==> src/rtl/feature_stream_tx_if.sv <==
// rtl/feature_stream_tx_if.sv - stream, cfg and frame-buffer read signals of feature_stream_tx
interface feature_stream_tx_if #(
    parameter int ADDR_W = 19,
    parameter int DATA_W = 8,
    parameter int CFG_W  = 32
);
    logic              mem_rd_en;
    logic [ADDR_W-1:0] mem_rd_addr;
    logic [DATA_W-1:0] mem_fast_rdata;
    logic [DATA_W-1:0] mem_pixel_rdata;

    logic [CFG_W-1:0]  cfg_tdata;
    logic              cfg_tvalid;
    logic              cfg_tlast;
    logic              cfg_tready;

    logic [DATA_W-1:0] fast_tdata;
    logic              fast_tvalid;
    logic              fast_tlast;
    logic              fast_tready;

    logic [DATA_W-1:0] pixel_tdata;
    logic              pixel_tvalid;
    logic              pixel_tready;

    modport master (
        output mem_rd_en, mem_rd_addr,
        input  mem_fast_rdata, mem_pixel_rdata,
        output cfg_tdata, cfg_tvalid, cfg_tlast,
        input  cfg_tready,
        output fast_tdata, fast_tvalid, fast_tlast,
        input  fast_tready,
        output pixel_tdata, pixel_tvalid,
        input  pixel_tready
    );

    modport slave (
        input  mem_rd_en, mem_rd_addr,
        output mem_fast_rdata, mem_pixel_rdata,
        input  cfg_tdata, cfg_tvalid, cfg_tlast,
        output cfg_tready,
        input  fast_tdata, fast_tvalid, fast_tlast,
        output fast_tready,
        input  pixel_tdata, pixel_tvalid,
        output pixel_tready
    );
endinterface

==> src/rtl/feature_stream_tx.sv <==
// rtl/feature_stream_tx.sv - cfg packet then one frame of fast/pixel beats read from a frame buffer
module feature_stream_tx #(
    parameter int WIDTH_W  = 10,
    parameter int HEIGHT_W = 9,
    parameter int ADDR_W   = 19,
    parameter int DATA_W   = 8,
    parameter int CFG_W    = 32
) (
    input  logic                clk,
    input  logic                rst,
    input  logic                start,
    input  logic [WIDTH_W-1:0]  frame_width,
    input  logic [HEIGHT_W-1:0] frame_height,
    output logic                busy,
    output logic                done,
    feature_stream_tx_if.master bus
);
    localparam logic [2:0] S_IDLE   = 3'd0;
    localparam logic [2:0] S_CFG_W  = 3'd1;
    localparam logic [2:0] S_CFG_H  = 3'd2;
    localparam logic [2:0] S_STREAM = 3'd3;
    localparam logic [2:0] S_DONE   = 3'd4;

    logic [2:0]          state;
    logic [WIDTH_W-1:0]  w_q;
    logic [HEIGHT_W-1:0] h_q;
    logic [ADDR_W-1:0]   total;
    logic [ADDR_W-1:0]   rd_addr;
    logic [ADDR_W-1:0]   beat_cnt;
    logic                inflight;

    logic [DATA_W-1:0]   fifo_fast [2];
    logic [DATA_W-1:0]   fifo_pixel [2];
    logic                wr_ptr;
    logic                rd_ptr;
    logic [1:0]          occ;

    logic                rd_en;
    logic                out_valid;
    logic                xfer;
    logic                cfg_xfer;
    logic                last_beat;
    logic                push;
    logic                pop;
    logic [DATA_W-1:0]   head_fast;
    logic [DATA_W-1:0]   head_pixel;
    logic                start_ok;

    // Reads are budgeted against occupancy plus the read in flight, so a
    // returning word always has a FIFO slot even if the sink stalls.
    always_comb begin
        rd_en     = (state == S_STREAM) && (rd_addr < total) &&
                    ((occ == 2'd0) || ((occ == 2'd1) && !inflight));
        out_valid = (state == S_STREAM) && ((occ != 2'd0) || inflight);
        xfer      = out_valid && bus.fast_tready && bus.pixel_tready;
        cfg_xfer  = bus.cfg_tvalid && bus.cfg_tready;
        last_beat = (beat_cnt == total - ADDR_W'(1));
        // With an empty FIFO the returning word is presented directly and is
        // only stored if the sink does not take it this cycle.
        push      = inflight && !((occ == 2'd0) && xfer);
        pop       = xfer && (occ != 2'd0);
        start_ok  = start && (frame_width != '0) && (frame_height != '0);
        if (occ != 2'd0) begin
            head_fast  = fifo_fast[rd_ptr];
            head_pixel = fifo_pixel[rd_ptr];
        end else begin
            head_fast  = bus.mem_fast_rdata;
            head_pixel = bus.mem_pixel_rdata;
        end
    end

    always_ff @(posedge clk) begin
        if (rst) begin
            state    <= S_IDLE;
            w_q      <= '0;
            h_q      <= '0;
            total    <= '0;
            rd_addr  <= '0;
            beat_cnt <= '0;
            inflight <= 1'b0;
            wr_ptr   <= 1'b0;
            rd_ptr   <= 1'b0;
            occ      <= 2'd0;
        end else begin
            inflight <= rd_en;
            if (rd_en)
                rd_addr <= rd_addr + ADDR_W'(1);
            if (push)
                wr_ptr <= ~wr_ptr;
            if (pop)
                rd_ptr <= ~rd_ptr;
            occ <= occ + {1'b0, push} - {1'b0, pop};
            if (xfer)
                beat_cnt <= beat_cnt + ADDR_W'(1);

            case (state)
                S_IDLE: begin
                    if (start_ok) begin
                        w_q      <= frame_width;
                        h_q      <= frame_height;
                        total    <= ADDR_W'(frame_width) * ADDR_W'(frame_height);
                        rd_addr  <= '0;
                        beat_cnt <= '0;
                        state    <= S_CFG_W;
                    end
                end
                S_CFG_W:  if (cfg_xfer) state <= S_CFG_H;
                S_CFG_H:  if (cfg_xfer) state <= S_STREAM;
                S_STREAM: if (xfer && last_beat) state <= S_DONE;
                S_DONE:   state <= S_IDLE;
                default:  state <= S_IDLE;
            endcase
        end
    end

    always_ff @(posedge clk) begin
        if (push) begin
            fifo_fast[wr_ptr]  <= bus.mem_fast_rdata;
            fifo_pixel[wr_ptr] <= bus.mem_pixel_rdata;
        end
    end

    always_comb begin
        busy             = (state != S_IDLE);
        done             = (state == S_DONE);
        bus.cfg_tvalid   = (state == S_CFG_W) || (state == S_CFG_H);
        bus.cfg_tlast    = (state == S_CFG_H);
        bus.cfg_tdata    = '0;
        if (state == S_CFG_W)
            bus.cfg_tdata = CFG_W'(w_q);
        else if (state == S_CFG_H)
            bus.cfg_tdata = CFG_W'(h_q);
        bus.mem_rd_en    = rd_en;
        bus.mem_rd_addr  = rd_en ? rd_addr : '0;
        bus.fast_tvalid  = out_valid;
        bus.pixel_tvalid = out_valid;
        bus.fast_tlast   = out_valid && last_beat;
        bus.fast_tdata   = out_valid ? head_fast : '0;
        bus.pixel_tdata  = out_valid ? head_pixel : '0;
    end
endmodule

==> src/flat_wrapper.sv <==
// flat-port wrapper written by rule: the top's interface ports become plain ports
module feature_stream_tx_flat 
#(
    parameter int WIDTH_W  = 10,
    parameter int HEIGHT_W = 9,
    parameter int ADDR_W   = 19,
    parameter int DATA_W   = 8,
    parameter int CFG_W    = 32
)
  (clk, rst, start, frame_width, frame_height, busy, done, bus_mem_rd_en, bus_mem_rd_addr, bus_mem_fast_rdata, bus_mem_pixel_rdata, bus_cfg_tdata, bus_cfg_tvalid, bus_cfg_tlast, bus_cfg_tready, bus_fast_tdata, bus_fast_tvalid, bus_fast_tlast, bus_fast_tready, bus_pixel_tdata, bus_pixel_tvalid, bus_pixel_tready);
  feature_stream_tx_if #(.ADDR_W(ADDR_W), .DATA_W(DATA_W), .CFG_W(CFG_W)) bus_i ();
  input  logic clk;
  input  logic rst;
  input  logic start;
  input  logic [WIDTH_W-1:0] frame_width;
  input  logic [HEIGHT_W-1:0] frame_height;
  output logic busy;
  output logic done;
  output wire logic [$bits(bus_i.mem_rd_en)-1:0] bus_mem_rd_en;
  output wire logic [$bits(bus_i.mem_rd_addr)-1:0] bus_mem_rd_addr;
  input wire logic [$bits(bus_i.mem_fast_rdata)-1:0] bus_mem_fast_rdata;
  input wire logic [$bits(bus_i.mem_pixel_rdata)-1:0] bus_mem_pixel_rdata;
  output wire logic [$bits(bus_i.cfg_tdata)-1:0] bus_cfg_tdata;
  output wire logic [$bits(bus_i.cfg_tvalid)-1:0] bus_cfg_tvalid;
  output wire logic [$bits(bus_i.cfg_tlast)-1:0] bus_cfg_tlast;
  input wire logic [$bits(bus_i.cfg_tready)-1:0] bus_cfg_tready;
  output wire logic [$bits(bus_i.fast_tdata)-1:0] bus_fast_tdata;
  output wire logic [$bits(bus_i.fast_tvalid)-1:0] bus_fast_tvalid;
  output wire logic [$bits(bus_i.fast_tlast)-1:0] bus_fast_tlast;
  input wire logic [$bits(bus_i.fast_tready)-1:0] bus_fast_tready;
  output wire logic [$bits(bus_i.pixel_tdata)-1:0] bus_pixel_tdata;
  output wire logic [$bits(bus_i.pixel_tvalid)-1:0] bus_pixel_tvalid;
  input wire logic [$bits(bus_i.pixel_tready)-1:0] bus_pixel_tready;
  assign bus_mem_rd_en = bus_i.mem_rd_en;
  assign bus_mem_rd_addr = bus_i.mem_rd_addr;
  assign bus_i.mem_fast_rdata = bus_mem_fast_rdata;
  assign bus_i.mem_pixel_rdata = bus_mem_pixel_rdata;
  assign bus_cfg_tdata = bus_i.cfg_tdata;
  assign bus_cfg_tvalid = bus_i.cfg_tvalid;
  assign bus_cfg_tlast = bus_i.cfg_tlast;
  assign bus_i.cfg_tready = bus_cfg_tready;
  assign bus_fast_tdata = bus_i.fast_tdata;
  assign bus_fast_tvalid = bus_i.fast_tvalid;
  assign bus_fast_tlast = bus_i.fast_tlast;
  assign bus_i.fast_tready = bus_fast_tready;
  assign bus_pixel_tdata = bus_i.pixel_tdata;
  assign bus_pixel_tvalid = bus_i.pixel_tvalid;
  assign bus_i.pixel_tready = bus_pixel_tready;
  feature_stream_tx #(.WIDTH_W(WIDTH_W), .HEIGHT_W(HEIGHT_W), .ADDR_W(ADDR_W), .DATA_W(DATA_W), .CFG_W(CFG_W)) u_core (.clk(clk), .rst(rst), .start(start), .frame_width(frame_width), .frame_height(frame_height), .busy(busy), .done(done), .bus(bus_i));
endmodule
==> config.mk <==
export PLATFORM = sky130hd
export DESIGN_NAME = feature_stream_tx_flat
export DESIGN_NICKNAME = d
export VERILOG_FILES = /design/src/rtl/feature_stream_tx_if.sv /design/src/rtl/feature_stream_tx.sv /design/src/flat_wrapper.sv
export SDC_FILE = /design/constraint.sdc
export NUM_CORES = 1
export LEC_CHECK = 0
export ABC_AREA = 1
export BUFFER_PORTS_ARGS = -buffer_cell sky130_fd_sc_hd__buf_2
export CAP_MARGIN = 10
export CORE_AREA = 2 2 142 158
export DETAILED_ROUTE_END_ITERATION = 10
export DIE_AREA = 0 0 144 160
export GPL_ROUTABILITY_DRIVEN = 0
export PLACE_DENSITY = 0.66
export SYNTH_ARGS = -nofsm -noshare
export SYNTH_HDL_FRONTEND = slang
export SYNTH_SLANG_ARGS = --single-unit
==> constraint.sdc <==
create_clock -name clk -period 4.5 [get_ports clk]
set_input_delay 0.225 -clock clk [delete_from_list [all_inputs] [get_ports clk]]
set_output_delay 0.225 -clock clk [all_outputs]
set_load 0.1 [all_outputs]
==> results of run 1 <==
[state kept, by name, summed over array words and instances, names as in the netlist, 2 cells and up, named ones only]
signal,count
u_core.state,3
u_core.occ,2
u_core.total,19
u_core.rd_addr,19
u_core.h_q,9
u_core.w_q,10
u_core.fifo_fast,16
u_core.fifo_pixel,16
u_core.beat_cnt,19
[layout make-up]
cell class	count	area (sq um)	share of cell area (%)
multi-input combinational	867	5605	50.87
sequential	117	2663	24.16
inverter	274	1031	9.356
timing repair buffer	129	775.7	7.040
clock buffer	17	425.4	3.861
tap	295	369.1	3.350
clock inverter	15	150.1	1.363
[cell families (layout without fill, tap and decap cells)]
group | after synthesis | after routing | share of synthesized area (%)
AOI/OAI and AO/OA | 180 | 180 | 10.28
xor gates and xnor gates | 52 | 52 | 4.765
adders and majority gates | 120 | 120 | 20.19
buffers and inverters | 340 | 435 | 14.35
DFF | 117 | 117 | 27.86
muxes | 1 | 1 | 0.1047
other | 1 | 22 | 0.03923
and+or+nand+nor | 492 | 492 | 22.42
[metrics by stage]
step	std cells	power (uW)
4_1_cts	1714	5561
3_5_place_dp	1666	4195
5_1_grt	1714	6035
6_report	1714	5527
2_1_floorplan	1324	3607
3_3_place_gp	1666	4160
[power groups by stage]
| stage | Combinational, uW | Clock [uW] | Sequential [uW] |
|---|---|---|---|
| after floorplan | 2300 | 0 | 1310 |
| after global placement | 2820 | 0 | 1340 |
| after detailed placement | 2850 | 0 | 1340 |
| after CTS | 2880 | 1360 | 1320 |
| after global routing | 3300 | 1400 | 1340 |
| final | 2880 | 1330 | 1320 |
[timing repair]
item                      in CTS  in global routing
resized for setup              0                  0
hold endpoints to repair      32                  0
hold buffers                  16                  0
[worst register-to-register path: cells and delay by family (launching register included)]
family	cells	cell delay, ns
AOI/OAI and AO/OA	3	0.39
xor gates and xnor gates	1	0.21
adders and majority gates	1	0.32
buffers and inverters	3	0.83
DFF	1	0.40
and+or+nand+nor	5	0.67
[routing by layer]
| metal | wire [microns] | GRT usage [%] | part of all wire, % |
|---|---|---|---|
| met2 | 11160 | 34.68 | 49 |
| met1 | 10120 | 26.60 | 44 |
| met4 | 632 | 8.066 | 2.8 |
| met5 | 0 | 0 | 0 |
| met3 | 951 | 3.658 | 4.2 |
[placed cells by master (no fill, tap or decap), drive strengths merged]
master,synthesis,routed
inv,273,285
nand2,248,248
nor2,151,151
buf,30,113
dfxtp,85,85
a21oi,74,74
o21ai,66,66
ha,63,63
fa,57,57
nand3,41,41
xor2,34,34
edfxtp,32,32
conb,1,22
o22ai,20,20
xnor2,18,18
nor3,18,18
clkbuf,36,17
dlygate4sd3,0,16
nand4,15,15
nor4,10,10
a211oi,9,9
nand3b,7,7
clkinv,1,3
o21a,2,2
a31oi,2,2
o31ai,2,2
o21bai,1,1
or2,1,1
o2111a,1,1
a21o,1,1
o32ai,1,1
o221a,1,1
mux2i,1,1
nor3b,1,1
clkinvlp,0,1
[path summary, 6_finish.rpt]
kind / start / to / slack [ns] / cells past startpoint
worst max-delay path: frame_height[2] / u_core.total[16]$_SDFFE_PP0P_ / 0.47 / 20
worst min-delay path: rst / u_core.occ[0]$_SDFF_PP0_ / 0.03 / 2
worst max register to register: u_core.total[10]$_SDFFE_PP0P_ / u_core.rd_addr[8]$_SDFF_PP0_ / 1.53 / 13
worst min register to register: u_core.rd_ptr$_SDFFE_PP0P_ / u_core.rd_ptr$_SDFFE_PP0P_ / 0.46 / 1
==> flow_metrics.env, run 1 <==
export IMPL_fin_worst_skew_ns=0.009193
export IMPL_period_needed_ns=4.028
export IMPL_leakage_uw=0.005574
export IMPL_synth_edf_count=32
export IMPL_rsz_0062_raised_after_global_routing="no"
export IMPL_layout_drive_gt1_share_pct=11.77
export IMPL_synth_top_cells_by_count="sky130_fd_sc_hd__inv_1, sky130_fd_sc_hd__nand2_1, sky130_fd_sc_hd__nor2_1"
export IMPL_synth_async_sr_flop_share_pct=0
export IMPL_post_cts_setup_buffer_count=0
export IMPL_power_density_nw_per_um2=501.6
export IMPL_vias=8288
export IMPL_antenna_violations_before_repair=0
export IMPL_hold_path_class="in -> reg"
export IMPL_switching_share_pct=48.07
export IMPL_tritoncts_num_buffers=17
export IMPL_worst_slew_pin_transition_ns=1.145
export IMPL_setup_ws_ns=0.4725
export IMPL_drt_pre_antenna_iters=5
export IMPL_die_x_microns=144
export IMPL_finalInstanceArea_sq_um=11020
export IMPL_synthDominantAreaCellType="sky130_fd_sc_hd__dfxtp_1"
export IMPL_detail_route_vias_per_cell=4.835
export IMPL_pwr_share_seq_pct=23.9
export IMPL_io_pins=116
export IMPL_later_pin_clock_latency_in_the_skew_report_ns=0.43
export IMPL_cp_end_kind="register"
export IMPL_yosysSeqAreaShare_pct=27.86
export IMPL_initial_core_util_pct=44.23
export IMPL_worst_path_buf_inv=5
export IMPL_cts_reportedPaths_clkPinSlew_ns=0.06
export IMPL_critPathLaunchType="input port"
export IMPL_number_of_pins_with_negative_max_slew_slack_in_the_final_report=0
export IMPL_preCtsSetupSlack_ns=0.02977
export IMPL_floorplan_rows=57
export IMPL_syn_area_sq_um=9558
export IMPL_routedWlPerCell_microns=13.34
export IMPL_grt_overflow=0
export IMPL_post_synth_cell_area_avg_sq_um=7.335
export IMPL_remaining_antenna_violation_count=0
export IMPL_detailedRoute_firstIterationViolations=522
export IMPL_critical_path_arrival_ns=4.30
export IMPL_cts_root_buffer_cell="sky130_fd_sc_hd__clkbuf_16"
export IMPL_synth_lib_cells_used_distinct=46
export IMPL_route_final_wire_length_microns=22860
export IMPL_critical_path_cell_sequence="buf_2, nand2_1, fa_1, inv_1, fa_1, inv_1, fa_1, fa_1, inv_1, ha_1, nand3_1, nand3_1, a21oi_1, inv_1, nand2_1, nor2_1, o21ai_0, o21ai_0, nor2_1, o22ai_1"
export IMPL_detailedPlacementHpwl_microns=18100
export IMPL_ys_ff_latch=117
export IMPL_synthCells=1303
export IMPL_fmaxAchievable_ghz=0.2483
export IMPL_dominantRegCellSynth="sky130_fd_sc_hd__dfxtp_1"
export IMPL_ys_warn_count=0
export IMPL_hold_violations=0
export IMPL_floorplan_die_area_sq_um=23040
export IMPL_antenna_diode_count=0
export IMPL_cp_required_ns=4.77
export IMPL_combPwrFrac_pct=52.1
export IMPL_route_detailed_drc=0
export IMPL_vdd_ir_drop_max_v=0.0003656
export IMPL_timing_final_setup_violations=0
export IMPL_max_slew_margin_rel_pct=23.54
export IMPL_share_clk_of_total_power_pct=24.0
export IMPL_critical_path_s_largest_stage_delay_ns=0.54
export IMPL_synth_area_top_cells="sky130_fd_sc_hd__dfxtp_1, sky130_fd_sc_hd__fa_1, sky130_fd_sc_hd__inv_1"
export IMPL_setup_total_negative_slack_ns=0
export IMPL_first_global_vias=8020
export IMPL_top_fanout_value_on_the_critical_path=12
export IMPL_placed_area_sq_um=10280
export IMPL_grt_start_max_net_pins=70
export IMPL_vertical_extent_of_the_die_microns=160
export IMPL_grt_pass1_wl_microns=38120
export IMPL_cap_violations=0
export IMPL_outcome="finished, final reports clean"
export IMPL_synthMostInstantiatedCell="sky130_fd_sc_hd__inv_1"
export IMPL_tritoncts="yes"
export IMPL_final_fill_count=2115
export IMPL_area_growth_syn_to_layout_pct=15.29
export IMPL_clock_tree_buffer_depth=2
export IMPL_power_internal_uw=2870
export IMPL_power_switching_uw=2657
export IMPL_design_final_nets=1567
export IMPL_cp_top_family="adder cells"
export IMPL_cts_sink_count=117
export IMPL_standard_cell_core_area_sq_um=21610
export IMPL_clock_tree_htree_level_count=4
export IMPL_synth_largest_type_area_fraction_pct=17.80
export IMPL_worst_hold_slack_ns=0.02706
export IMPL_finalCoreUtilization_pct=50.99
export IMPL_globalRouteTotalUtil_pct=20.75
export IMPL_worstSetupPathType="in -> reg"
export IMPL_critPathSlowestCell="sky130_fd_sc_hd__fa_1"
export IMPL_io_buffer_count=93
export IMPL_final_period_utilization_pct=89.50
Note: power is estimated with default switching activity, not from simulation.
==> run 2, diff against run 1 <==
--- a/config.mk
+++ b/config.mk
@@ -12,6 +12,7 @@
 export DETAILED_ROUTE_END_ITERATION = 10
 export DIE_AREA = 0 0 144 160
 export GPL_ROUTABILITY_DRIVEN = 0
+export MAX_ROUTING_LAYER = met4
 export PLACE_DENSITY = 0.66
 export SYNTH_ARGS = -nofsm -noshare
 export SYNTH_HDL_FRONTEND = slang
==> flow_metrics.env, run 2 (same netlist as run 1, synthesis figures left out) <==
export IMPL_outcome="finished, final reports clean"
export IMPL_cts_root_buffer_cell="sky130_fd_sc_hd__clkbuf_16"
export IMPL_finalCoreUtilization_pct=50.99
export IMPL_initial_core_util_pct=44.23
export IMPL_top_fanout_value_on_the_critical_path=12
export IMPL_cp_end_kind="register"
export IMPL_drt_pre_antenna_iters=5
export IMPL_hold_path_class="in -> reg"
export IMPL_clock_tree_buffer_depth=2
export IMPL_rsz_0062_raised_after_global_routing="no"
export IMPL_grt_pass1_wl_microns=38140
export IMPL_final_common_cell="sky130_fd_sc_hd__inv_1"
export IMPL_largestRegisters="u_core.beat_cnt (19), u_core.rd_addr (19), u_core.total (19)"
export IMPL_layout_drive_gt1_share_pct=11.77
export IMPL_antenna_violations_before_repair=0
export IMPL_power_density_nw_per_um2=501.8
export IMPL_die_x_microns=144
export IMPL_number_of_pins_with_negative_max_slew_slack_in_the_final_report=0
export IMPL_power_internal_uw=2870
export IMPL_switching_share_pct=48.09
export IMPL_leakage_uw=0.005574
export IMPL_routedWlPerCell_microns=13.35
export IMPL_fmaxAchievable_ghz=0.2479
export IMPL_combPwrFrac_pct=52.1
export IMPL_detailedRoute_firstIterationViolations=495
export IMPL_fin_worst_skew_ns=0.009451
export IMPL_cts_sink_count=117
export IMPL_antenna_diode_count=0
export IMPL_worst_slew_pin_transition_ns=1.168
export IMPL_timing_hold_worst_path_depth=2
export IMPL_cap_violations=0
export IMPL_tritoncts_num_buffers=17
export IMPL_globalRouteTotalUtil_pct=21.37
export IMPL_io_pins=116
export IMPL_mostFrequentLayoutCells="sky130_fd_sc_hd__inv_1, sky130_fd_sc_hd__nand2_1, sky130_fd_sc_hd__nor2_1, sky130_fd_sc_hd__buf_2, sky130_fd_sc_hd__dfxtp_1"
export IMPL_cts_hold_buf=16
export IMPL_vias=8275
export IMPL_setup_total_negative_slack_ns=0
export IMPL_tritoncts="yes"
export IMPL_floorplan_rows=57
export IMPL_period_needed_ns=4.034
export IMPL_share_clk_of_total_power_pct=24.0
export IMPL_cp_required_ns=4.77
export IMPL_first_global_vias=8027
export IMPL_area_growth_syn_to_layout_pct=15.29
export IMPL_floorplan_die_area_sq_um=23040
export IMPL_grt_overflow=0
export IMPL_io_buffer_count=93
export IMPL_post_cts_setup_buffer_count=0
export IMPL_hold_violations=0
export IMPL_multi_input_comb_area_sq_um=5605
export IMPL_critPathLaunchType="input port"
export IMPL_detailedPlacementHpwl_microns=18100
export IMPL_post_cts_resized_instances=0
export IMPL_grt_start_max_net_pins=70
export IMPL_pwr_share_seq_pct=23.9
export IMPL_final_fill_count=2115
export IMPL_vdd_ir_drop_max_v=0.0003653
export IMPL_timing_final_setup_violations=0
export IMPL_clock_tree_htree_level_count=4
export IMPL_cts_reportedPaths_clkPinSlew_ns=0.06
export IMPL_ff2ff_path_depth=13
export IMPL_route_detailed_drc=0
export IMPL_worstSetupPathType="in -> reg"
export IMPL_standard_cell_core_area_sq_um=21610
export IMPL_final_period_utilization_pct=89.64
export IMPL_critical_path_arrival_ns=4.30
export IMPL_detail_route_vias_per_cell=4.828
export IMPL_route_final_wire_length_microns=22880
export IMPL_remaining_antenna_violation_count=0
export IMPL_vertical_extent_of_the_die_microns=160
export IMPL_design_final_nets=1567
export IMPL_area_sequential_sq_um=2663
export IMPL_max_slew_margin_rel_pct=22.16
export IMPL_worst_hold_slack_ns=0.02844
export IMPL_power_switching_uw=2659
export IMPL_design_power_total_uw=5530
export IMPL_later_pin_clock_latency_in_the_skew_report_ns=0.43
run 2: cell counts in the layout (fill, tap and decap cells not counted):
Identical to the previous run, type by type.
run 2: final timing paths:
check                                  end                           from  slack, ns
min               u_core.occ[0]$_SDFF_PP0_                            rst       0.03
max          u_core.total[16]$_SDFFE_PP0P_                frame_height[2]       0.47
max reg2reg   u_core.rd_addr[8]$_SDFF_PP0_  u_core.total[10]$_SDFFE_PP0P_       1.54
min reg2reg     u_core.rd_ptr$_SDFFE_PP0P_     u_core.rd_ptr$_SDFFE_PP0P_       0.46
run 2: critical path, cell delays in order:
cell and delay, ns:
sky130_fd_sc_hd__buf_2 0.20, sky130_fd_sc_hd__nand2_1 0.11, sky130_fd_sc_hd__fa_1 0.54, sky130_fd_sc_hd__inv_1 0.05, sky130_fd_sc_hd__fa_1 0.51, sky130_fd_sc_hd__inv_1 0.05, sky130_fd_sc_hd__fa_1 0.46, sky130_fd_sc_hd__fa_1 0.54
sky130_fd_sc_hd__inv_1 0.04, sky130_fd_sc_hd__ha_1 0.34, sky130_fd_sc_hd__nand3_1 0.10, sky130_fd_sc_hd__nand3_1 0.11, sky130_fd_sc_hd__a21oi_1 0.23, sky130_fd_sc_hd__inv_1 0.10, sky130_fd_sc_hd__nand2_1 0.08, sky130_fd_sc_hd__nor2_1 0.04
sky130_fd_sc_hd__o21ai_0 0.25, sky130_fd_sc_hd__o21ai_0 0.15, sky130_fd_sc_hd__nor2_1 0.11, sky130_fd_sc_hd__o22ai_1 0.08
run 2: power groups by stage:
stage / Sequential, uW / Clock (uW) / Combinational, uW
3_3_place_gp: 1340 / 0 / 2820
3_5_place_dp: 1340 / 0 / 2850
5_1_grt: 1340 / 1400 / 3300
2_1_floorplan: 1310 / 0 / 2300
4_1_cts: 1320 / 1360 / 2880
6_report: 1320 / 1330 / 2880
run 2: layout make-up:
type	count	area share, %
Inverter	274	9.356
Clock inverter	15	1.363
Timing Repair Buffer	129	7.040
Sequential cell	117	24.16
Clock buffer	17	3.861
Multi-Input combinational cell	867	50.87
Tap cell	295	3.350
run 2: through the flow:
step                      setup slack, ns  cells  area, sq um
after floorplan                    0.1951   1324         9637
final                              0.4660   1714        11020
after CTS                          0.4936   1714        11020
after detailed placement          0.02977   1666        10280
after global routing              0.06923   1714        11020
after global placement             0.1205   1666        10280
run 2: routing by layer:
layer,vias to the layer above,GRT usage [%],wire length (microns)
met4,0,8.066,639
met3,40,3.628,899
li1,4235,-,-
met1,3813,26.57,10220
met2,187,34.76,11130
met5,-,-,0
==> run 3, diff against run 2 <==
--- a/config.mk
+++ b/config.mk
@@ -13,7 +13,6 @@
 export DIE_AREA = 0 0 144 160
 export GPL_ROUTABILITY_DRIVEN = 0
 export MAX_ROUTING_LAYER = met4
-export PLACE_DENSITY = 0.66
 export SYNTH_ARGS = -nofsm -noshare
 export SYNTH_HDL_FRONTEND = slang
 export SYNTH_SLANG_ARGS = --single-unit
==> constraint.sdc (replaced) <==
create_clock -name clk -period 4.6 [get_ports clk]
set_input_delay 0.23 -clock clk [delete_from_list [all_inputs] [get_ports clk]]
set_output_delay 0.23 -clock clk [all_outputs]
set_load 0.1 [all_outputs]
==> flow_metrics.env, run 3 (same netlist as run 1, synthesis figures left out) <==
export IMPL_routedWlPerCell_microns=13.84
export IMPL_largestRegisters="u_core.beat_cnt (19), u_core.rd_addr (19), u_core.total (19)"
export IMPL_cap_violations=0
export IMPL_max_slew_margin_rel_pct=31.06
export IMPL_crit_end="u_core.total[16]$_SDFFE_PP0P_"
export IMPL_ff2ff_path_depth=13
export IMPL_cts_reportedPaths_clkPinSlew_ns=0.07
export IMPL_area_growth_syn_to_layout_pct=14.50
export IMPL_grt_pass1_wl_microns=38300
export IMPL_io_buffer_count=93
export IMPL_vdd_ir_drop_max_v=0.0003095
export IMPL_route_detailed_drc=0
export IMPL_placed_cells=1661
export IMPL_hold_violations=0
export IMPL_period_needed_ns=4.125
export IMPL_route_final_wire_length_microns=23590
export IMPL_floorplan_die_area_sq_um=23040
export IMPL_critical_path_reg2reg_endpoint="u_core.rd_addr[8]$_SDFF_PP0_"
export IMPL_number_of_pins_with_negative_max_slew_slack_in_the_final_report=0
export IMPL_first_global_vias=7801
export IMPL_drt_pre_antenna_iters=5
export IMPL_reg2reg_setup_slack_ns=1.63
export IMPL_outcome="finished, final reports clean"
export IMPL_multi_input_comb_area_sq_um=5605
export IMPL_mostFrequentLayoutCells="sky130_fd_sc_hd__inv_1, sky130_fd_sc_hd__nand2_1, sky130_fd_sc_hd__nor2_1, sky130_fd_sc_hd__buf_2, sky130_fd_sc_hd__dfxtp_1"
export IMPL_critPathLaunchType="input port"
export IMPL_timing_hold_worst_path_depth=1
export IMPL_worst_hold_slack_ns=0.01613
export IMPL_preCtsSetupSlack_ns=0.05057
export IMPL_cp_required_ns=4.94
export IMPL_tritoncts="yes"
export IMPL_timing_final_setup_violations=0
export IMPL_final_common_cell="sky130_fd_sc_hd__inv_1"
export IMPL_fin_worst_skew_ns=0.01266
export IMPL_worstReg2RegStart="u_core.total[5]$_SDFFE_PP0P_"
export IMPL_remaining_antenna_violation_count=0
export IMPL_post_cts_resized_instances=0
export IMPL_area_sequential_sq_um=2663
export IMPL_floorplan_rows=57
export IMPL_final_instance_count_excl_fillers=1705
export IMPL_clock_tree_htree_level_count=4
export IMPL_detail_route_vias_per_cell=4.868
export IMPL_fmaxAchievable_ghz=0.2424
export IMPL_worstSetupPathType="in -> reg"
export IMPL_leakage_uw=0.005524
export IMPL_vias=8300
export IMPL_vertical_extent_of_the_die_microns=160
export IMPL_detailedPlacementHpwl_microns=18640
export IMPL_antenna_diode_count=0
export IMPL_initial_core_util_pct=44.23
export IMPL_cp_end_kind="register"
export IMPL_power_density_nw_per_um2=492.9
export IMPL_critical_path_arrival_ns=4.46
export IMPL_cts_root_buffer_cell="sky130_fd_sc_hd__clkbuf_16"
export IMPL_final_fill_count=2147
export IMPL_grt_start_max_net_pins=36
export IMPL_design_final_nets=1558
export IMPL_layout_drive_gt1_share_pct=11.49
export IMPL_die_x_microns=144
export IMPL_hold_path_class="in -> reg"
export IMPL_top_fanout_value_on_the_critical_path=12
export IMPL_setup_ws_ns=0.4752
export IMPL_setup_total_negative_slack_ns=0
export IMPL_standard_cell_core_area_sq_um=21610
export IMPL_later_pin_clock_latency_in_the_skew_report_ns=0.42
export IMPL_tritoncts_num_buffers=17
export IMPL_post_cts_setup_buffer_count=0
export IMPL_rsz_0062_raised_after_global_routing="no"
export IMPL_grt_overflow=0
export IMPL_final_period_utilization_pct=89.67
export IMPL_cts_sink_count=117
export IMPL_worst_slew_pin_transition_ns=1.033
export IMPL_crit_start="frame_height[2]"
export IMPL_clock_tree_buffer_depth=2
export IMPL_detailedRoute_firstIterationViolations=543
export IMPL_io_pins=116
export IMPL_globalRouteTotalUtil_pct=21.70
export IMPL_antenna_violations_before_repair=0
-- run 3: cell types whose count changed in the layout (fill, tap and decap cells not counted), sizes merged --
cell         delta
buf             -5
clkinv          +1
clkinvlp        +2
dlygate4sd3     -4
inv             -3
-- run 3: critical path, stage by stage --
cell	delay [ns]
sky130_fd_sc_hd__buf_2	0.21
sky130_fd_sc_hd__nand2_1	0.13
sky130_fd_sc_hd__fa_1	0.57
sky130_fd_sc_hd__inv_1	0.06
sky130_fd_sc_hd__fa_1	0.50
sky130_fd_sc_hd__inv_1	0.05
sky130_fd_sc_hd__fa_1	0.46
sky130_fd_sc_hd__fa_1	0.54
sky130_fd_sc_hd__inv_1	0.04
sky130_fd_sc_hd__ha_1	0.34
sky130_fd_sc_hd__nand3_1	0.11
sky130_fd_sc_hd__nand3_1	0.11
sky130_fd_sc_hd__a21oi_1	0.24
sky130_fd_sc_hd__inv_1	0.09
sky130_fd_sc_hd__nand2_1	0.09
sky130_fd_sc_hd__nor2_1	0.04
sky130_fd_sc_hd__o21ai_0	0.25
sky130_fd_sc_hd__o21ai_0	0.15
sky130_fd_sc_hd__nand2_1	0.08
sky130_fd_sc_hd__nand2_1	0.05
sky130_fd_sc_hd__o22ai_1	0.13
-- run 3: worst min path at each step --
stage,from,end,slack (ns)
4_1_cts,bus_mem_fast_rdata[7],u_core.fifo_fast[0][7]$_DFFE_PP_,0.0002
3_5_place_dp,bus_mem_pixel_rdata[0],u_core.fifo_pixel[1][0]$_DFFE_PP_,0.43
6_report,bus_mem_fast_rdata[7],u_core.fifo_fast[0][7]$_DFFE_PP_,0.02
3_3_place_gp,bus_mem_pixel_rdata[0],u_core.fifo_pixel[1][0]$_DFFE_PP_,0.43
2_1_floorplan,rst,u_core.occ[0]$_SDFF_PP0_,0.30
5_1_grt,bus_mem_fast_rdata[7],u_core.fifo_fast[0][7]$_DFFE_PP_,0.004
-- run 3: what timing repair did --
action                                  CTS  global route
endpoints found under the setup margin    0             0
endpoints found under the hold margin    20             2
hold buffers                             11             1
-- run 3: final cells by class --
cell class / instances / area share [%]
multi-input cells: 867 / 51.22
clock buffers: 17 / 3.887
repair buffers: 120 / 6.379
well taps: 295 / 3.373
inverters: 274 / 9.420
flip-flops and latches: 117 / 24.33
clock inverters: 15 / 1.395
-- run 3: stage by stage --
step                      cell area [sq um]  power, uW  util [%]
after floorplan                        9637       3528         -
after global placement                10250       4103     47.41
after detailed placement              10250       4113     47.41
after CTS                             10930       5421     50.60
after global routing                  10940       5849     50.65
final                                 10940       5395     50.65
-- run 3: report_power, final --
group / switching [uW] / internal, uW / total [uW]
Sequential: 110 / 1190 / 1300
Combinational: 1920 / 893 / 2810
Clock: 567 / 720 / 1290
-- run 3: metal layers --
metal | vias to the layer above | global-route usage (%) | routed length, microns
met4 | 0 | 8.021 | 637
met3 | 41 | 2.999 | 1037
li1 | 4230 | - | -
met2 | 204 | 34.63 | 11180
met1 | 3825 | 28.05 | 10730
met5 | - | - | 0
